`src/rtl/zpu_mem_arbiter_if.sv`:
```
// Bus bundle between the two ZPU-style masters, the arbiter and the single-port RAM.
interface zpu_mem_arbiter_if #(
  parameter int unsigned ADDR_W = 10,
  parameter int unsigned DATA_W = 32
);
  logic              a_read;
  logic              a_write;
  logic [ADDR_W-1:0] a_addr;
  logic [DATA_W-1:0] a_wdata;
  logic [DATA_W-1:0] a_rdata;
  logic              a_done;

  logic              b_read;
  logic              b_write;
  logic [ADDR_W-1:0] b_addr;
  logic [DATA_W-1:0] b_wdata;
  logic [DATA_W-1:0] b_rdata;
  logic              b_done;

  logic [ADDR_W-1:0] ram_addr;
  logic              ram_we;
  logic [DATA_W-1:0] ram_din;
  logic [DATA_W-1:0] ram_dout;
  logic              grant_b;

  modport slave (
    input  a_read, a_write, a_addr, a_wdata,
    output a_rdata, a_done,
    input  b_read, b_write, b_addr, b_wdata,
    output b_rdata, b_done,
    output ram_addr, ram_we, ram_din,
    input  ram_dout,
    output grant_b
  );

  modport master (
    output a_read, a_write, a_addr, a_wdata,
    input  a_rdata, a_done,
    output b_read, b_write, b_addr, b_wdata,
    input  b_rdata, b_done,
    input  ram_addr, ram_we, ram_din,
    output ram_dout,
    input  grant_b
  );
endinterface

```
`src/rtl/zpu_mem_arbiter.sv`:
```
// Two-master arbiter for the 1-cycle synchronous internal RAM; one access every 4 cycles,
// done pulse three cycles after the request is seen in IDLE.
module zpu_mem_arbiter #(
  parameter int unsigned ADDR_W     = 10,
  parameter int unsigned DATA_W     = 32,
  parameter bit          B_PRIORITY = 1'b0
) (
  input logic              clk,
  input logic              reset,
  zpu_mem_arbiter_if.slave bus
);

  typedef enum logic [1:0] {IDLE, ISSUE, WAIT, DONE} state_t;

  state_t            state_q, state_d;
  logic [ADDR_W-1:0] ram_addr_q, ram_addr_d;
  logic [DATA_W-1:0] ram_din_q, ram_din_d;
  logic              ram_we_q, ram_we_d;
  logic              is_wr_q, is_wr_d;
  logic              grant_b_q, grant_b_d;
  logic [DATA_W-1:0] a_rdata_q, a_rdata_d;
  logic [DATA_W-1:0] b_rdata_q, b_rdata_d;
  logic              a_done_q, a_done_d;
  logic              b_done_q, b_done_d;
  logic              a_req, b_req, win_b;

  always_comb begin
    a_req = bus.a_read | bus.a_write;
    b_req = bus.b_read | bus.b_write;
    // on a tie the previous owner loses unless B has fixed priority
    if (a_req && b_req) win_b = B_PRIORITY ? 1'b1 : ~grant_b_q;
    else                win_b = b_req;
  end

  always_comb begin
    state_d    = state_q;
    ram_addr_d = ram_addr_q;
    ram_din_d  = ram_din_q;
    ram_we_d   = 1'b0;
    is_wr_d    = is_wr_q;
    grant_b_d  = grant_b_q;
    a_rdata_d  = a_rdata_q;
    b_rdata_d  = b_rdata_q;
    a_done_d   = 1'b0;
    b_done_d   = 1'b0;
    case (state_q)
      IDLE: begin
        if (a_req || b_req) begin
          grant_b_d  = win_b;
          ram_addr_d = win_b ? bus.b_addr  : bus.a_addr;
          ram_din_d  = win_b ? bus.b_wdata : bus.a_wdata;
          // read+write together counts as a write
          is_wr_d    = win_b ? bus.b_write : bus.a_write;
          ram_we_d   = is_wr_d;
          state_d    = ISSUE;
        end
      end
      ISSUE: state_d = WAIT;
      WAIT: begin
        if (!is_wr_q) begin
          if (grant_b_q) b_rdata_d = bus.ram_dout;
          else           a_rdata_d = bus.ram_dout;
        end
        if (grant_b_q) b_done_d = 1'b1;
        else           a_done_d = 1'b1;
        state_d = DONE;
      end
      DONE:    state_d = IDLE;
      default: state_d = IDLE;
    endcase
  end

  always_ff @(posedge clk or posedge reset) begin
    if (reset) begin
      state_q    <= IDLE;
      ram_addr_q <= '0;
      ram_din_q  <= '0;
      ram_we_q   <= 1'b0;
      is_wr_q    <= 1'b0;
      grant_b_q  <= 1'b1;
      a_rdata_q  <= '0;
      b_rdata_q  <= '0;
      a_done_q   <= 1'b0;
      b_done_q   <= 1'b0;
    end else begin
      state_q    <= state_d;
      ram_addr_q <= ram_addr_d;
      ram_din_q  <= ram_din_d;
      ram_we_q   <= ram_we_d;
      is_wr_q    <= is_wr_d;
      grant_b_q  <= grant_b_d;
      a_rdata_q  <= a_rdata_d;
      b_rdata_q  <= b_rdata_d;
      a_done_q   <= a_done_d;
      b_done_q   <= b_done_d;
    end
  end

  assign bus.ram_addr = ram_addr_q;
  assign bus.ram_din  = ram_din_q;
  assign bus.ram_we   = ram_we_q;
  assign bus.grant_b  = grant_b_q;
  assign bus.a_rdata  = a_rdata_q;
  assign bus.b_rdata  = b_rdata_q;
  assign bus.a_done   = a_done_q;
  assign bus.b_done   = b_done_q;

endmodule

```
`src/flat_wrapper.sv`:
```
// flat-port wrapper written by rule: the top's interface ports become plain ports
module zpu_mem_arbiter_flat 
#(
  parameter int unsigned ADDR_W     = 10,
  parameter int unsigned DATA_W     = 32,
  parameter bit          B_PRIORITY = 1'b0
)
  (clk, reset, bus_a_read, bus_a_write, bus_a_addr, bus_a_wdata, bus_a_rdata, bus_a_done, bus_b_read, bus_b_write, bus_b_addr, bus_b_wdata, bus_b_rdata, bus_b_done, bus_ram_addr, bus_ram_we, bus_ram_din, bus_ram_dout, bus_grant_b);
  zpu_mem_arbiter_if #(.ADDR_W(ADDR_W), .DATA_W(DATA_W)) bus_i ();
  input logic clk;
  input logic reset;
  input wire logic [$bits(bus_i.a_read)-1:0] bus_a_read;
  input wire logic [$bits(bus_i.a_write)-1:0] bus_a_write;
  input wire logic [$bits(bus_i.a_addr)-1:0] bus_a_addr;
  input wire logic [$bits(bus_i.a_wdata)-1:0] bus_a_wdata;
  output wire logic [$bits(bus_i.a_rdata)-1:0] bus_a_rdata;
  output wire logic [$bits(bus_i.a_done)-1:0] bus_a_done;
  input wire logic [$bits(bus_i.b_read)-1:0] bus_b_read;
  input wire logic [$bits(bus_i.b_write)-1:0] bus_b_write;
  input wire logic [$bits(bus_i.b_addr)-1:0] bus_b_addr;
  input wire logic [$bits(bus_i.b_wdata)-1:0] bus_b_wdata;
  output wire logic [$bits(bus_i.b_rdata)-1:0] bus_b_rdata;
  output wire logic [$bits(bus_i.b_done)-1:0] bus_b_done;
  output wire logic [$bits(bus_i.ram_addr)-1:0] bus_ram_addr;
  output wire logic [$bits(bus_i.ram_we)-1:0] bus_ram_we;
  output wire logic [$bits(bus_i.ram_din)-1:0] bus_ram_din;
  input wire logic [$bits(bus_i.ram_dout)-1:0] bus_ram_dout;
  output wire logic [$bits(bus_i.grant_b)-1:0] bus_grant_b;
  assign bus_i.a_read = bus_a_read;
  assign bus_i.a_write = bus_a_write;
  assign bus_i.a_addr = bus_a_addr;
  assign bus_i.a_wdata = bus_a_wdata;
  assign bus_a_rdata = bus_i.a_rdata;
  assign bus_a_done = bus_i.a_done;
  assign bus_i.b_read = bus_b_read;
  assign bus_i.b_write = bus_b_write;
  assign bus_i.b_addr = bus_b_addr;
  assign bus_i.b_wdata = bus_b_wdata;
  assign bus_b_rdata = bus_i.b_rdata;
  assign bus_b_done = bus_i.b_done;
  assign bus_ram_addr = bus_i.ram_addr;
  assign bus_ram_we = bus_i.ram_we;
  assign bus_ram_din = bus_i.ram_din;
  assign bus_i.ram_dout = bus_ram_dout;
  assign bus_grant_b = bus_i.grant_b;
  zpu_mem_arbiter #(.ADDR_W(ADDR_W), .DATA_W(DATA_W), .B_PRIORITY(B_PRIORITY)) u_core (.clk(clk), .reset(reset), .bus(bus_i));
endmodule
```
`config.mk`:
```
export PLATFORM = sky130hd
export DESIGN_NAME = zpu_mem_arbiter_flat
export DESIGN_NICKNAME = d
export VERILOG_FILES = /design/src/rtl/zpu_mem_arbiter_if.sv /design/src/rtl/zpu_mem_arbiter.sv /design/src/flat_wrapper.sv
export SDC_FILE = /design/constraint.sdc
export NUM_CORES = 1
export LEC_CHECK = 0
export BUFFER_PORTS_ARGS = -buffer_cell sky130_fd_sc_hd__buf_2
export CAP_MARGIN = 20
export CORE_MARGIN = 4
export CORE_UTILIZATION = 45
export CTS_CLUSTER_DIAMETER = 100
export DETAILED_ROUTE_END_ITERATION = 8
export HOLD_SLACK_MARGIN = 0.12
export PLACE_DENSITY = 0.86
export SLEW_MARGIN = 20
export SYNTH_ARGS = -nofsm -noshare
export SYNTH_HDL_FRONTEND = slang
export SYNTH_SLANG_ARGS = --single-unit
```
`constraint.sdc`:
```
create_clock -name clk -period 5.1 [get_ports clk]
set_clock_uncertainty 0.15 [all_clocks]
set_input_delay 0.765 -clock clk [delete_from_list [all_inputs] [get_ports clk]]
set_output_delay 0.765 -clock clk [all_outputs]
set_load 0.005 [all_outputs]
```
==> results by group <==
Logic synthesis
  • Sequential area share after synthesis: between 50% and 60%
  • YS warnings: 0
  • Yosys top cell area share: 58.1%
  • Syn_nets: 488
  • Post-synth top area cell: dfrtp_1
  • Unique masters post-synth: 29
  • Synthesized area: 4830 µm²
  • Number of synthesized register bits: 113
  • Cells after Synth: around 360
  • Top cells by area, synth: dfrtp_1 (58%), mux2_2 (15%), a2bb2oi_1 (7.6%)
  • Synth Area per Inst: around 13 µm²

Worst setup path
  • CP top delay family: flip-flops
  • Reg2reg path depth: 5
  • Worst path slowest cell: dfstp_2
  • Worst Path Required: roughly 4.2 ns
  • WS Path Type: reg2out
  • CP startpoint kind: register
  • Max incr delay on CP: between 0.6 and 0.7 ns
  • Crit-path cells: buf_2
  • Worst Path Max Fanout: 10
  • Crit path DAT: roughly 1.4 ns
  • R2R Path Start: u_core.state_q[0]
  • CP bufs+invs: 1
  • FF-to-FF End: u_core.bus.ram_din[12]
  • Setup crit end kind: output pin
  • R2R setup slack: roughly 3.0 ns

Power and ir drop
  • Peak VDD IR: 0.263 mV
  • Pwr/cell area: between 600 and 700 nW/µm²
  • Static leakage: around 3.1 nW
  • Total power: 4.48 mW

Detailed routing
  • Vias after detailed routing: a little over 4000
  • Pre-Repair DR Iteration Count: 5
  • DRC viols: 0
  • DRT Wirelength: between 10000 and 15000 µm
  • Vias per cell: 5.64
  • Avg WL per Cell: approximately 18 µm
  • Post-DRT Antenna Nets: 0
  • 1st-iter DRT viols: 376

Final layout
  • Layout cells sized above 1: between 50% and 60%
  • Most frequent cells in the layout: buf_2 (231), dfrtp_1 (112), mux2_2 (65)
  • Commonest non-fill, non-tap cell in the layout: buf_2
  • Nets: 712
  • Synth-to-layout area growth: 36.8%
  • Multi-input gate area: roughly 1800 µm²
  • Fillers: between 800 and 900
  • Antenna Cells: 0
  • FF/Latch Area: around 2800 µm²

Clock tree
  • Post-CTS Hold Buffers: 0
  • CTS tree: yes
  • Post-CTS Resized: 0
  • Clk pin slew, worst setup/hold paths: approximately 0.060 ns
  • H-tree depth: 4
  • Clock sinks: ~110
  • Setup bufs post-CTS: 0
  • Clock tree buffer depth: 2
  • CTS root buf: clkbuf_8
  • CTS Buf Count: 17
  • Clock Latency Late Sink: ~0.51 ns

STA
  • Unrepaired setup endpoints after global routing: no
  • Maximum clock frequency: roughly 440 MHz
  • Worst slew margin: 29.7%
  • Final setup TNS: 0 ns
  • Post-route minimum period: roughly 2.3 ns
  • Period utilization: 44.7%
  • Hold Violations, Final: 0
  • Slew @ Worst Pin: ~1.1 ns
  • Setup violators final: 0
  • Slew Viols, Final: 0

Floorplanning
  • CORE AREA: a little over 10000 µm²
  • Initial Util: between 40% and 50%
  • Die X: 112 µm
  • I/O pin count: 232
  • Die Span Y: roughly 110 µm
  • Die area: 12400 µm²
  • Row count: 37

Global route
  • Gr ovfl total: 0
  • Largest net degree at the start of global routing: between 70 and 80
  • GRT Total Usage: between 20% and 30%
  • Initial antenna violation count: 1
  • Vias in the first global route: 4328
  • First-pass GRT wire length: 21600 µm

Min path
  • Hold Crit Class: in2async

Run status
  • Outcome: completed

Placement
  • Port bufs: 231
  • GPL Wtd Cong: between 0.9 and 1
  • HPWL after DPL: 9530 µm

Job
  • Max-Cap Viols: 0
-- flip-flops by register name, summed over array words and instances (netlist names) --
signal / flops
u_core.bus.a_done: 1
u_core.bus.a_rdata: 32
u_core.bus.b_done: 1
u_core.bus.b_rdata: 32
u_core.bus.grant_b: 1
u_core.bus.ram_addr: 10
u_core.bus.ram_din: 32
u_core.bus.ram_we: 1
u_core.is_wr_q: 1
u_core.state_q: 2
-- Yosys cell counts --
cell type and number:
ha_1 2, buf_6 11, and2_1 1, a41oi_1 1, inv_1 3, nand3_1 1, o31ai_1 1, or2b_1 1
nor2b_1 1, dfrtp_1 112, a2bb2oi_1 42, nor2_1 3, clkbuf_8 1, o21ai_0 43, o21ai_1 1, a31oi_1 42
nand3b_1 2, a21oi_1 1, buf_2 9, clkbuf_1 11, a21boi_2 1, dfstp_2 1, o21a_1 1, or2_2 1
o41ai_4 1, nor3b_2 1, nor2_2 1, nand2_1 3, mux2_2 65
-- metal layers --
| metal | global-route usage, % | up-vias | part of all wire [%] |
|---|---|---|---|
| met2 | 37.8 | 231 | 54 |
| met5 | 0 | - | 0.096 |
| li1 | - | 1840 | - |
| met4 | 8.68 | 2 | 1.9 |
| met1 | 25.1 | 2060 | 37 |
| met3 | 4.84 | 25 | 7.5 |
-- cell type report --
| cell class | count | area share, % |
|---|---|---|
| timing repair buffer | 237 | 18.3 |
| tap | 136 | 2.58 |
| clock inverter | 15 | 2.69 |
| multi-input combinational | 216 | 27.1 |
| clock buffer | 17 | 6.27 |
| inverter | 3 | 0.208 |
| sequential | 113 | 42.8 |
-- logic make-up after synthesis --
group,synth area share (%)
buf+inv,4.87
compound gates,19.0
simple gates,1.81
flops,58.6
fa+ha+maj,0.518
mux,15.2
-- metrics by stage --
stage          worst slack (ns)  util (%)  hold WS (ns)  cells  instance area, µm²
4_1_cts                    2.73      63.5         0.323    736                6590
5_1_grt                    2.75      63.7         0.328    737                6600
3_3_place_gp               2.56      57.8         0.332    704                5990
3_5_place_dp               2.42      57.8         0.339    704                5990
2_1_floorplan              1.20         -         0.331    364                4830
6_report                   2.82      63.7         0.319    737                6600
-- power breakdown --
| part | internal (mW) | switching (mW) |
|---|---|---|
| Combinational | 0.924 | 0.774 |
| Sequential | 1.37 | 0.257 |
| Clock | 0.710 | 0.447 |
-- worst max-delay path by stage --
stage / startpoint / endpoint / slack [ns] / cells past startpoint
after detailed placement: bus_b_read / u_core.bus.ram_din[12] / 2.42 / 5
after CTS: u_core.bus.grant_b / u_core.bus.ram_din[18] / 2.73 / 3
after global routing: u_core.bus.grant_b / bus_grant_b / 2.75 / 1
final: u_core.bus.grant_b / bus_grant_b / 2.82 / 1
after global placement: bus_b_read / u_core.bus.ram_din[12] / 2.56 / 5
after floorplan: reset / u_core.bus.a_done / 1.20 / 1
(Power assumes the default switching activity.)
